==> src/rtl/dadda_err_monitor.sv <==
// dadda_err_monitor
// Consumes operand/product triples from an 8-bit Dadda multiplier under test,
// recomputes the exact product, and accumulates error-distance statistics
// (sample count, error count, saturating ED sum, maximum ED with its operands)
// over a programmable window of samples.
//
// Handshake: a triple transfers on a rising clk edge where in_valid and
// in_ready are both 1. in_valid may be raised or dropped freely by the
// producer; in_ready is registered and only depends on the window progress.
module dadda_err_monitor #(
    parameter int WIDTH = 8,
    parameter int CNT_W = 16,
    parameter int ACC_W = 32
) (
    input  logic                 clk,
    input  logic                 rst,
    input  logic                 start,
    input  logic [CNT_W-1:0]     num_samples,
    input  logic                 in_valid,
    output logic                 in_ready,
    input  logic [WIDTH-1:0]     op_a,
    input  logic [WIDTH-1:0]     op_b,
    input  logic [2*WIDTH:0]     approx_prod,
    output logic                 busy,
    output logic                 done,
    output logic [CNT_W-1:0]     sample_cnt,
    output logic [CNT_W-1:0]     err_cnt,
    output logic [ACC_W-1:0]     sum_ed,
    output logic                 sum_sat,
    output logic [2*WIDTH:0]     max_ed,
    output logic [WIDTH-1:0]     max_a,
    output logic [WIDTH-1:0]     max_b,
    output logic [1:0]           fsm_state
);

    // Product / ED width and a sum width wide enough to hold any ACC value
    // plus any ED without wrapping, so the clamp compare is exact.
    localparam int PW = 2 * WIDTH + 1;
    localparam int SW = ((ACC_W > PW) ? ACC_W : PW) + 1;

    typedef enum logic [1:0] {
        IDLE  = 2'd0,
        RUN   = 2'd1,
        DRAIN = 2'd2,
        DONE  = 2'd3
    } state_t;

    state_t             state;
    logic [CNT_W-1:0]   win_len;
    logic [CNT_W-1:0]   acc_n;
    logic [CNT_W-1:0]   acc_n_nxt;

    logic               s1_valid;
    logic [PW-1:0]      s1_ed;
    logic [WIDTH-1:0]   s1_a;
    logic [WIDTH-1:0]   s1_b;
    logic               s2_valid;

    logic [2*WIDTH-1:0] exact;
    logic [PW-1:0]      exact_ext;
    logic [PW-1:0]      ed_in;
    logic               transfer;
    logic               start_take;
    logic [SW-1:0]      sum_wide;
    logic [SW-1:0]      sum_max;
    logic               sum_clamp;

    assign fsm_state = state;

    // Exact product and unsigned error distance, evaluated in full width so
    // an approximate product above the exact one never wraps.
    always_comb begin
        exact      = op_a * op_b;
        exact_ext  = {1'b0, exact};
        ed_in      = '0;
        if (exact_ext >= approx_prod) begin
            ed_in = exact_ext - approx_prod;
        end else begin
            ed_in = approx_prod - exact_ext;
        end
        transfer   = in_valid && in_ready;
        start_take = start && ((state == IDLE) || (state == DONE));
        acc_n_nxt  = acc_n + CNT_W'(1);
        sum_wide   = SW'(sum_ed) + SW'(s1_ed);
        sum_max    = SW'({ACC_W{1'b1}});
        sum_clamp  = (sum_wide > sum_max);
    end

    // Window control FSM with registered in_ready, busy and done.
    always_ff @(posedge clk or posedge rst) begin
        if (rst) begin
            state    <= IDLE;
            win_len  <= '0;
            acc_n    <= '0;
            in_ready <= 1'b0;
            busy     <= 1'b0;
            done     <= 1'b0;
        end else begin
            case (state)
                IDLE, DONE: begin
                    if (start) begin
                        win_len <= num_samples;
                        acc_n   <= '0;
                        if (num_samples == '0) begin
                            // Empty window: statistics are already cleared.
                            state    <= DONE;
                            done     <= 1'b1;
                            busy     <= 1'b0;
                            in_ready <= 1'b0;
                        end else begin
                            state    <= RUN;
                            done     <= 1'b0;
                            busy     <= 1'b1;
                            in_ready <= 1'b1;
                        end
                    end
                end
                RUN: begin
                    // start is deliberately ignored while a window is open.
                    if (transfer) begin
                        acc_n <= acc_n_nxt;
                        if (acc_n_nxt == win_len) begin
                            in_ready <= 1'b0;
                            state    <= DRAIN;
                        end
                    end
                end
                DRAIN: begin
                    if (!s1_valid && !s2_valid) begin
                        state <= DONE;
                        busy  <= 1'b0;
                        done  <= 1'b1;
                    end
                end
                default: begin
                    state    <= IDLE;
                    in_ready <= 1'b0;
                    busy     <= 1'b0;
                    done     <= 1'b0;
                end
            endcase
        end
    end

    // Stage 1: capture ED and operands of each transferred triple; stage 2
    // valid tracks the cycle in which the statistics absorb it.
    always_ff @(posedge clk or posedge rst) begin
        if (rst) begin
            s1_valid <= 1'b0;
            s1_ed    <= '0;
            s1_a     <= '0;
            s1_b     <= '0;
            s2_valid <= 1'b0;
        end else if (start_take) begin
            s1_valid <= 1'b0;
            s2_valid <= 1'b0;
        end else begin
            s1_valid <= transfer;
            s2_valid <= s1_valid;
            if (transfer) begin
                s1_ed <= ed_in;
                s1_a  <= op_a;
                s1_b  <= op_b;
            end
        end
    end

    // Stage 2: fold the stage-1 sample into the window statistics.
    always_ff @(posedge clk or posedge rst) begin
        if (rst) begin
            sample_cnt <= '0;
            err_cnt    <= '0;
            sum_ed     <= '0;
            sum_sat    <= 1'b0;
            max_ed     <= '0;
            max_a      <= '0;
            max_b      <= '0;
        end else if (start_take) begin
            sample_cnt <= '0;
            err_cnt    <= '0;
            sum_ed     <= '0;
            sum_sat    <= 1'b0;
            max_ed     <= '0;
            max_a      <= '0;
            max_b      <= '0;
        end else if (s1_valid) begin
            // Counters hold at all-ones rather than wrapping.
            if (sample_cnt != '1) begin
                sample_cnt <= sample_cnt + CNT_W'(1);
            end
            if ((s1_ed != '0) && (err_cnt != '1)) begin
                err_cnt <= err_cnt + CNT_W'(1);
            end
            if (sum_clamp) begin
                sum_ed  <= {ACC_W{1'b1}};
                sum_sat <= 1'b1;
            end else begin
                sum_ed  <= sum_wide[ACC_W-1:0];
            end
            // Strictly greater: on ties the earlier sample's operands stay.
            if (s1_ed > max_ed) begin
                max_ed <= s1_ed;
                max_a  <= s1_a;
                max_b  <= s1_b;
            end
        end
    end

endmodule

==> config.mk <==
export PLATFORM = sky130hd
export DESIGN_NAME = dadda_err_monitor
export DESIGN_NICKNAME = d
export VERILOG_FILES = /design/src/rtl/dadda_err_monitor.sv
export SDC_FILE = /design/constraint.sdc
export NUM_CORES = 1
export LEC_CHECK = 0
export ABC_AREA = 1
export CAP_MARGIN = 15
export CORE_MARGIN = 2
export CORE_UTILIZATION = 58
export CTS_CLUSTER_SIZE = 30
export DETAILED_ROUTE_END_ITERATION = 8
export PLACE_DENSITY = 0.82
export SLEW_MARGIN = 20
export SYNTH_ARGS = -nofsm -noshare
export SYNTH_HDL_FRONTEND = slang
export SYNTH_SLANG_ARGS = --single-unit
==> constraint.sdc <==
create_clock -name clk -period 7.8 [get_ports clk]
set_input_delay 1.56 -clock clk [delete_from_list [all_inputs] [get_ports clk]]
set_output_delay 1.56 -clock clk [all_outputs]
set_load 0.02 [all_outputs]
* Word-level counts from Yosys, hierarchy flattened
Cells that the tools add are included.
Operators by class: bitwise operators 1, multiply operators 1, reduce and logical (&&, ||, !) cells 28, multiplexer cells 44, $lt $le $gt $ge 3, equality and inequality tests 10, $add $sub $neg 6
Operator list (number):
- 2-to-1 mux 16 bit | 8
- 2-to-1 mux 32 bit | 3
- 2-to-1 mux 17 bit | 4
- adder 16 x 1 -> 16 bit, second input constant | 3
- 2-to-1 mux 8 bit | 6
- adder 32 x 17 -> 33 bit | 1
- > comparator 33 x 32 -> 1 bit, second input constant | 1
- != test 16 bit, second input constant | 2
- one-hot mux 16 bit (2 select lines) | 1
- >= comparator 16 x 17 -> 1 bit | 1
- > comparator 17 bit | 1
- nonzero test 17 bit | 1
- subtractor 16 x 17 -> 17 bit | 1
- subtractor 17 x 16 -> 17 bit | 1
- equality test 16 bit | 1
- logical NOT 16 bit | 1
- multiplier 8 x 8 -> 16 bit | 1
- nonzero test 2 bit | 7
- 2-to-1 mux 1 bit | 13
- AND reduction 2 bit | 6
- 2-to-1 mux 2 bit | 5
- != test 2 bit, second input constant | 4
- AND reduction 4 bit | 2
- one-hot mux 1 bit (2 select lines) | 3
- other kinds (10) | 16
Storage, ports and cells: output and inout bits 103, register bits after elaboration 170, input bits 53

* Logic depth before layout (Yosys ltp)
Gate-level depths: netlist of the first run.
depth in word-level cells 5, gate-level depth with buffers 34

* Worst setup path after synthesis of the first run
OpenSTA, ideal clock, no wires.
kind input to register, start in op_b[7], end reg s1_ed[4], slack 903 ps, cell stages on the path 30, arrival 6766 ps, data required time 7670 ps, path buffers 3, cell sequence clkbuf_1 -> nand2_1 -> fa_1 -> fa_1 -> inv_1 -> fa_1 -> inv_1 -> fa_1 -> inv_1 -> ha_1 -> nand2_1 -> inv_1 -> a21oi_1 -> o21ai_0 -> a21oi_1 -> o21bai_1 -> xor2_1 -> inv_1 -> ha_1 -> clkbuf_2 -> nand2_2 -> nor2_1 -> a21oi_1 -> a21boi_2 -> nand3_4 -> buf_4 -> nand2_1 -> nand2_1 -> nand2_1 -> o21ai_0
Between the ends: longest elaborated chain between the ends 3
RTL lines:
- from (decl) | RTL line 22 | input logic [WIDTH-1:0] op_b,
- multiplier 8 x 8 -> 16 bit | RTL line 73 | exact = op_a * op_b;
- >= comparator 16 x 17 -> 1 bit | RTL line 76 | if (exact_ext >= approx_prod) begin
- 2-to-1 mux 17 bit | RTL line 76
- to (signal assigned) | RTL line 161 | s1_ed <= ed_in;
- to (decl) | RTL line 54 | logic [PW-1:0] s1_ed;
Every way passes these cells. A chain may end at the register's enable or synchronous reset.

* Worst setup path after layout of the first run
start in op_b[4], end reg s1_ed[3]
The elaborated chain is that of the path after synthesis.

==> results.cfg, run 1 <==
[final_layout]
fin_util = 0.694
syn_to_final_growth_pct = 18.0
layout.nets = 2217
diodes = 0
drive_above_1_share = 0.0537

[synth]
synth_flop_cell = dfrtp_1
netlist.top_cell.by_area = dfrtp_1
avgSynthCellArea_um2 = 7.30
synth_fp_nets = 2081
syn_inst = 1880
ys_ff_latch = 170
netlist-cell-type-count = 61
synth_area_leaders = dfrtp_1 31%, nand2_1 13%, ha_1 9.9%, inv_1 9.0%, fa_1 5.7%
synth_edf_count = 0
seq_area_frac_synth = 0.310
async_reset_ff_frac = 1.00
yosys_warnings = 0
syn_area_mm2 = 0.0137
synth_top_area_share = 0.310

[clock_tree]
cts_max_level = 4
clkTransAtPathRegs_ns = 0.08
cts_sinks = 170
post_cts_resized = 0
post_cts.repair.setup_buffers = 0
clkLatencyLatePin_ns = 0.44
cts_root_buffer = clkbuf_16
clockBufferDepth = 2
cts_tree = done
ctsHoldBuffers = 0
cts_buffers = 17

[sta]
rsz0062_at_grt = no
period_share = 0.926
setup_violations = 0
fin_crit_ns = 7.22
slew_viol_final = 0
skew_ns = 0.0139
max_freq_mhz = 138
setup_tns_ns = 0
hold_viol = 0
worst_slew_pin_slew_ns = 0.963
slew_headroom = 0.358

[setup_path]
cp.required_ns = 8.10
setup.worst_path.class = in -> reg
cp-end-kind = flip-flop
reg2reg_from = fsm_state[0]$_DFFE_PP0P_
cp_max_fo = 16
crit_arrival_ns = 7.52
rrSetupSlack_ns = 4.01
r2r_end = sample_cnt[14]$_DFFE_PP0P_
r2r_cells = 14
cp-start-kind = input pin

[power_and_ir_drop]
max-vdd-ir-drop_mv = 0.392
power.switching_mw = 3.07
pwr_density_cell_mw_per_mm2 = 376
seqPwrFrac = 0.222
swShare = 0.505
share_comb_of_total_power = 0.631
clock_power_share = 0.147
p_leak_nw = 8.30
p_int_mw = 3.02

[floorplanning]
dieArea_mm2 = 0.0249
die_h_um = 158
ios = 156
core_area_mm2 = 0.0233
rows = 56
die_w_um = 158
initial_utilization = 0.588

[global_routing]
antenna_found_initial = 0
grtUsageTotal = 0.294
grt.overflow.total = 0
top_usage_layer = met2
grt_pass1_vias = 12400
use_met3 = 0.0449
grt_pass1_wl_um = 58800
use_met1 = 0.379
grt_max_degree = 96
use_met2 = 0.504

[detailed_routing]
post_drt_via_cell_ratio = 5.51
antenna_left = 0
drt-pass1-iter-count = 5
wl_per_cell_um = 15.4
finalWirelength_um = 36300
via_count = 12900
drc = 0
dr.first_iter.drc_count = 1041

[placement]
hpwl_um = 28200
place.gp.congestion = 0.945
io_buffers = 155

[worst_hold_path]
holdCritPathClass = reg -> reg
hold_depth = 2
min_to = sum_sat$_DFFE_PP0P_
hold_path.startpoint = sum_sat$_DFFE_PP0P_

[outcome]
status = complete, no violations

[job]
timing.max_cap.violations = 0
flip-flops by register name, summed over array words and instances, names as in the netlist, 16 cells and up:
| register | cells |
|---|---|
| sample_cnt | 16 |
| win_len | 16 |
| acc_n | 16 |
| err_cnt | 16 |
| s1_ed | 17 |
| max_ed | 17 |
| sum_ed | 32 |
synth_stat cells, types with 12 or more instances:
cell,count
o211ai_1,14
o21ai_1,19
inv_1,329
nand3_1,104
ha_1,109
xor2_1,54
a21oi_1,83
nor2_1,109
dfrtp_1,170
clkbuf_1,32
nor3_1,18
o21ai_0,120
nand2_1,468
buf_2,12
o22ai_1,25
nand4_1,31
fa_1,39
per-stage QoR:
| step | cells | setup WS, ns | area (µm²) | hold slack (ns) | power [mW] |
|---|---|---|---|---|---|
| global placement | 2316 | 0.271 | 15600 | 0.465 | 5.06 |
| CTS | 2348 | 0.572 | 16200 | 0.493 | 6.05 |
| global route | 2348 | 0.0986 | 16200 | 0.517 | 6.59 |
| finish | 2348 | 0.578 | 16200 | 0.492 | 6.09 |
| floorplan | 1880 | 0.903 | 13700 | 0.466 | 4.08 |
| detailed placement | 2316 | 0.130 | 15600 | 0.467 | 5.14 |
routing by layer:
metal  up-vias  part of all wire  routed length (µm)
met3        73             0.067                2440
met1      6107              0.42               15100
met2       475              0.49               17800
met4         0             0.026                 959
met5         -                 0                   0
li1       6287                 -                   -
power by group through the flow:
| stage | registers [mW] | clock network [mW] | logic [mW] |
|---|---|---|---|
| global placement | 1.35 | 0 | 3.71 |
| CTS | 1.34 | 0.902 | 3.81 |
| global route | 1.37 | 0.940 | 4.28 |
| finish | 1.35 | 0.896 | 3.84 |
| floorplan | 1.40 | 0 | 2.68 |
| detailed placement | 1.36 | 0 | 3.78 |
worst max path at each step:
stage,depth (start not counted),endpoint,startpoint,slack (ns)
2_1_floorplan,30,s1_ed[4]$_DFFE_PP0P_,op_b[7],0.90
3_5_place_dp,28,s1_ed[3]$_DFFE_PP0P_,op_a[3],0.13
3_3_place_gp,29,s1_ed[2]$_DFFE_PP0P_,op_a[3],0.27
6_report,28,s1_ed[3]$_DFFE_PP0P_,op_b[4],0.58
5_1_grt,28,s1_ed[2]$_DFFE_PP0P_,op_a[3],0.1
4_1_cts,28,s1_ed[3]$_DFFE_PP0P_,op_a[3],0.57
worst max-delay path, stage by stage:
cell and delay, ns:
clkdlybuf4s50_1 0.68, nand2_1 0.13, fa_1 0.51, fa_1 0.49
inv_1 0.05, fa_1 0.53, inv_1 0.06, fa_1 0.53
inv_1 0.04, ha_1 0.34, a21oi_1 0.20, o21ai_0 0.13
a21o_1 0.19, a31oi_1 0.19, xor2_1 0.28, inv_1 0.07
ha_1 0.35, nand2_1 0.13, inv_1 0.09, nand2_2 0.09
nor3_4 0.16, nand4_1 0.16, nand3_4 0.17, inv_4 0.11
nand2_1 0.07, nand2_1 0.05, nand2_1 0.05, o21ai_0 0.09
placed cells by master (no fill, tap or decap), types with 39 or more instances in the layout:
| master | n |
|---|---|
| ha_1 | 109 |
| nand3_1 | 104 |
| fa_1 | 39 |
| nand2_1 | 468 |
| clkdlybuf4s50_1 | 155 |
| a21oi_1 | 83 |
| nor2_1 | 108 |
| xor2_1 | 54 |
| o21ai_0 | 120 |
| inv_1 | 328 |
| dfrtp_1 | 170 |
final cells by class:
| type | instances | area (µm²) |
|---|---|---|
| clock buffer | 18 | 429 |
| clock inverter | 14 | 183 |
| fill | 1909 | 7150 |
| inverter | 342 | 1290 |
| multi-input combinational | 1309 | 7900 |
| sequential | 170 | 4250 |
| tap | 319 | 399 |
| timing repair buffer | 176 | 1720 |
kinds of logic (layout without fill, tap and decap cells):
group           count (synthesis)  in the layout  share of synthesized area
fa+ha+maj                     148            148                      0.156
compound gates                309            309                      0.129
simple gates                  787            787                      0.247
buf+inv                       401            550                      0.115
flops                         170            170                      0.310
xor+xnor                       65             65                     0.0426
Note: power is estimated with default switching activity, not from simulation.
==> run 2, diff against run 1 <==
--- a/config.mk
+++ b/config.mk
@@ -12,7 +12,7 @@
 export CTS_CLUSTER_SIZE = 30
 export DETAILED_ROUTE_END_ITERATION = 8
 export PLACE_DENSITY = 0.82
-export SLEW_MARGIN = 20
+export SLEW_MARGIN = 5
 export SYNTH_ARGS = -nofsm -noshare
 export SYNTH_HDL_FRONTEND = slang
 export SYNTH_SLANG_ARGS = --single-unit
==> run 2 against run 1 <==
Effect of this change: cell count stayed put; clock power hardly changed; sequential cell count stayed put; sequential share of layout area hardly changed; via count is 0.38% lower; first-iteration DRC count is 6.7% higher; non-clock buffer count stayed put; combinational power hardly changed; hold slack better by 0.0011 ns.
==> results.cfg, run 2 (synthesis gave the netlist of run 1 again) <==
[outcome]
status = complete, no violations

[setup_path]
r2r_end = sample_cnt[14]$_DFFE_PP0P_
crit_arrival_ns = 7.53
r2r_cells = 14
cp-end-kind = flip-flop
cp-start-kind = input pin
max_stage_delay_ns = 0.68
rrSetupSlack_ns = 3.66
setup.worst_path.class = in -> reg
cp.required_ns = 8.10
crit_path_top_delay_cell = clkdlybuf4s50_1
reg2reg_from = fsm_state[0]$_DFFE_PP0P_
cp_max_fo = 16

[global_routing]
grt.overflow.total = 0
grt_max_degree = 96
grt_pass1_wl_um = 58800
antenna_found_initial = 0
grtUsageTotal = 0.294
grt_pass1_vias = 12400

[floorplanning]
die_w_um = 158
ios = 156
die_h_um = 158
rows = 56
dieArea_mm2 = 0.0249
core_area_mm2 = 0.0233
initial_utilization = 0.588

[clock_tree]
clkTransAtPathRegs_ns = 0.07
cts_tree = done
post_cts.repair.setup_buffers = 0
cts_buffers = 17
ctsHoldBuffers = 0
post_cts_resized = 0
clkLatencyLatePin_ns = 0.44
clockBufferDepth = 2
cts_sinks = 170
cts_max_level = 4
cts_root_buffer = clkbuf_16

[power_and_ir_drop]
max-vdd-ir-drop_mv = 0.394
power_mw = 6.08
pwr_density_cell_mw_per_mm2 = 376
p_leak_nw = 8.30

[sta]
hold_viol = 0
rsz0062_at_grt = no
slew_headroom = 0.261
max_freq_mhz = 138
fin_crit_ns = 7.23
period_share = 0.927
setup_tns_ns = 0
worst_slew_pin_slew_ns = 1.11
skew_ns = 0.0140
slew_viol_final = 0
setup_violations = 0
holdWs_ns = 0.493

[detailed_routing]
drt-pass1-iter-count = 5
dr.first_iter.drc_count = 1111
wl_per_cell_um = 15.4
via_count = 12900
antenna_left = 0
drc = 0
post_drt_via_cell_ratio = 5.49
finalWirelength_um = 36200

[placement]
dpl_cell_area_mm2 = 0.0156
dp_cells = 2316
hpwl_um = 28200
io_buffers = 155
place.gp.congestion = 0.945

[final_layout]
final_cells = 2348
fillers = 1912
layout.nets = 2217
final_common_cell = nand2_1
mostFrequentLayoutCells = 468 x nand2_1, 328 x inv_1, 170 x dfrtp_1
top_register = sum_ed
diodes = 0
seq_area_mm2 = 0.00425
drive_above_1_share = 0.0537
largest_registers = sum_ed: 32 flops, max_ed: 17 flops, s1_ed: 17 flops
largest_reg_flops = 32
multi_input_area_mm2 = 0.00790
final_cell_area_mm2 = 0.0162
syn_to_final_growth_pct = 17.9

[job]
timing.max_cap.violations = 0

[worst_hold_path]
min_to = sum_sat$_DFFE_PP0P_
hold_path.startpoint = sum_sat$_DFFE_PP0P_
hold_depth = 2
holdCritPathClass = reg -> reg
==> run 2: metal layers <==
layer  global-route usage  part of all wire  wire (µm)
met5                    0                 0          0
met4                0.102             0.027        980
met3               0.0449             0.063       2270
met2                0.504              0.49      17700
met1                0.379              0.42      15200
==> run 2: worst max-delay path by stage <==
stage	start	endpoint	slack, ns
global route	op_a[3]	s1_ed[2]$_DFFE_PP0P_	0.1
detailed placement	op_a[3]	s1_ed[3]$_DFFE_PP0P_	0.13
floorplan	op_b[7]	s1_ed[4]$_DFFE_PP0P_	0.90
global placement	op_a[3]	s1_ed[2]$_DFFE_PP0P_	0.27
CTS	op_a[3]	s1_ed[3]$_DFFE_PP0P_	0.57
finish	op_b[4]	s1_ed[3]$_DFFE_PP0P_	0.57
==> run 2: cell type report <==
type	instances	area share
Inverter	342	0.0799
Clock buffer	18	0.0265
Sequential cell	170	0.263
Multi-Input combinational cell	1309	0.488
Tap cell	319	0.0247
Clock inverter	14	0.0113
Timing Repair Buffer	176	0.106
==> run 2: power by group <==
part	total [mW]	switching, mW	internal [mW]
registers	1.35	0.230	1.12
logic	3.83	2.45	1.38
clock network	0.893	0.381	0.512
==> run 2: stage by stage <==
| step | setup slack, ns | util |
|---|---|---|
| CTS | 0.572 | 0.693 |
| global route | 0.0986 | 0.693 |
| global placement | 0.271 | 0.667 |
| finish | 0.569 | 0.693 |
| detailed placement | 0.130 | 0.667 |
| floorplan | 0.903 | - |
==> run 2: worst max-delay path, delay by kind of cell <==
kind	cells	cell delay, ns
adders and majority gates	6	2.75
AOI/OAI and AO/OA	5	0.80
buffers and inverters	7	1.10
and+or+nand+nor	9	1.01
xor gates and xnor gates	1	0.28
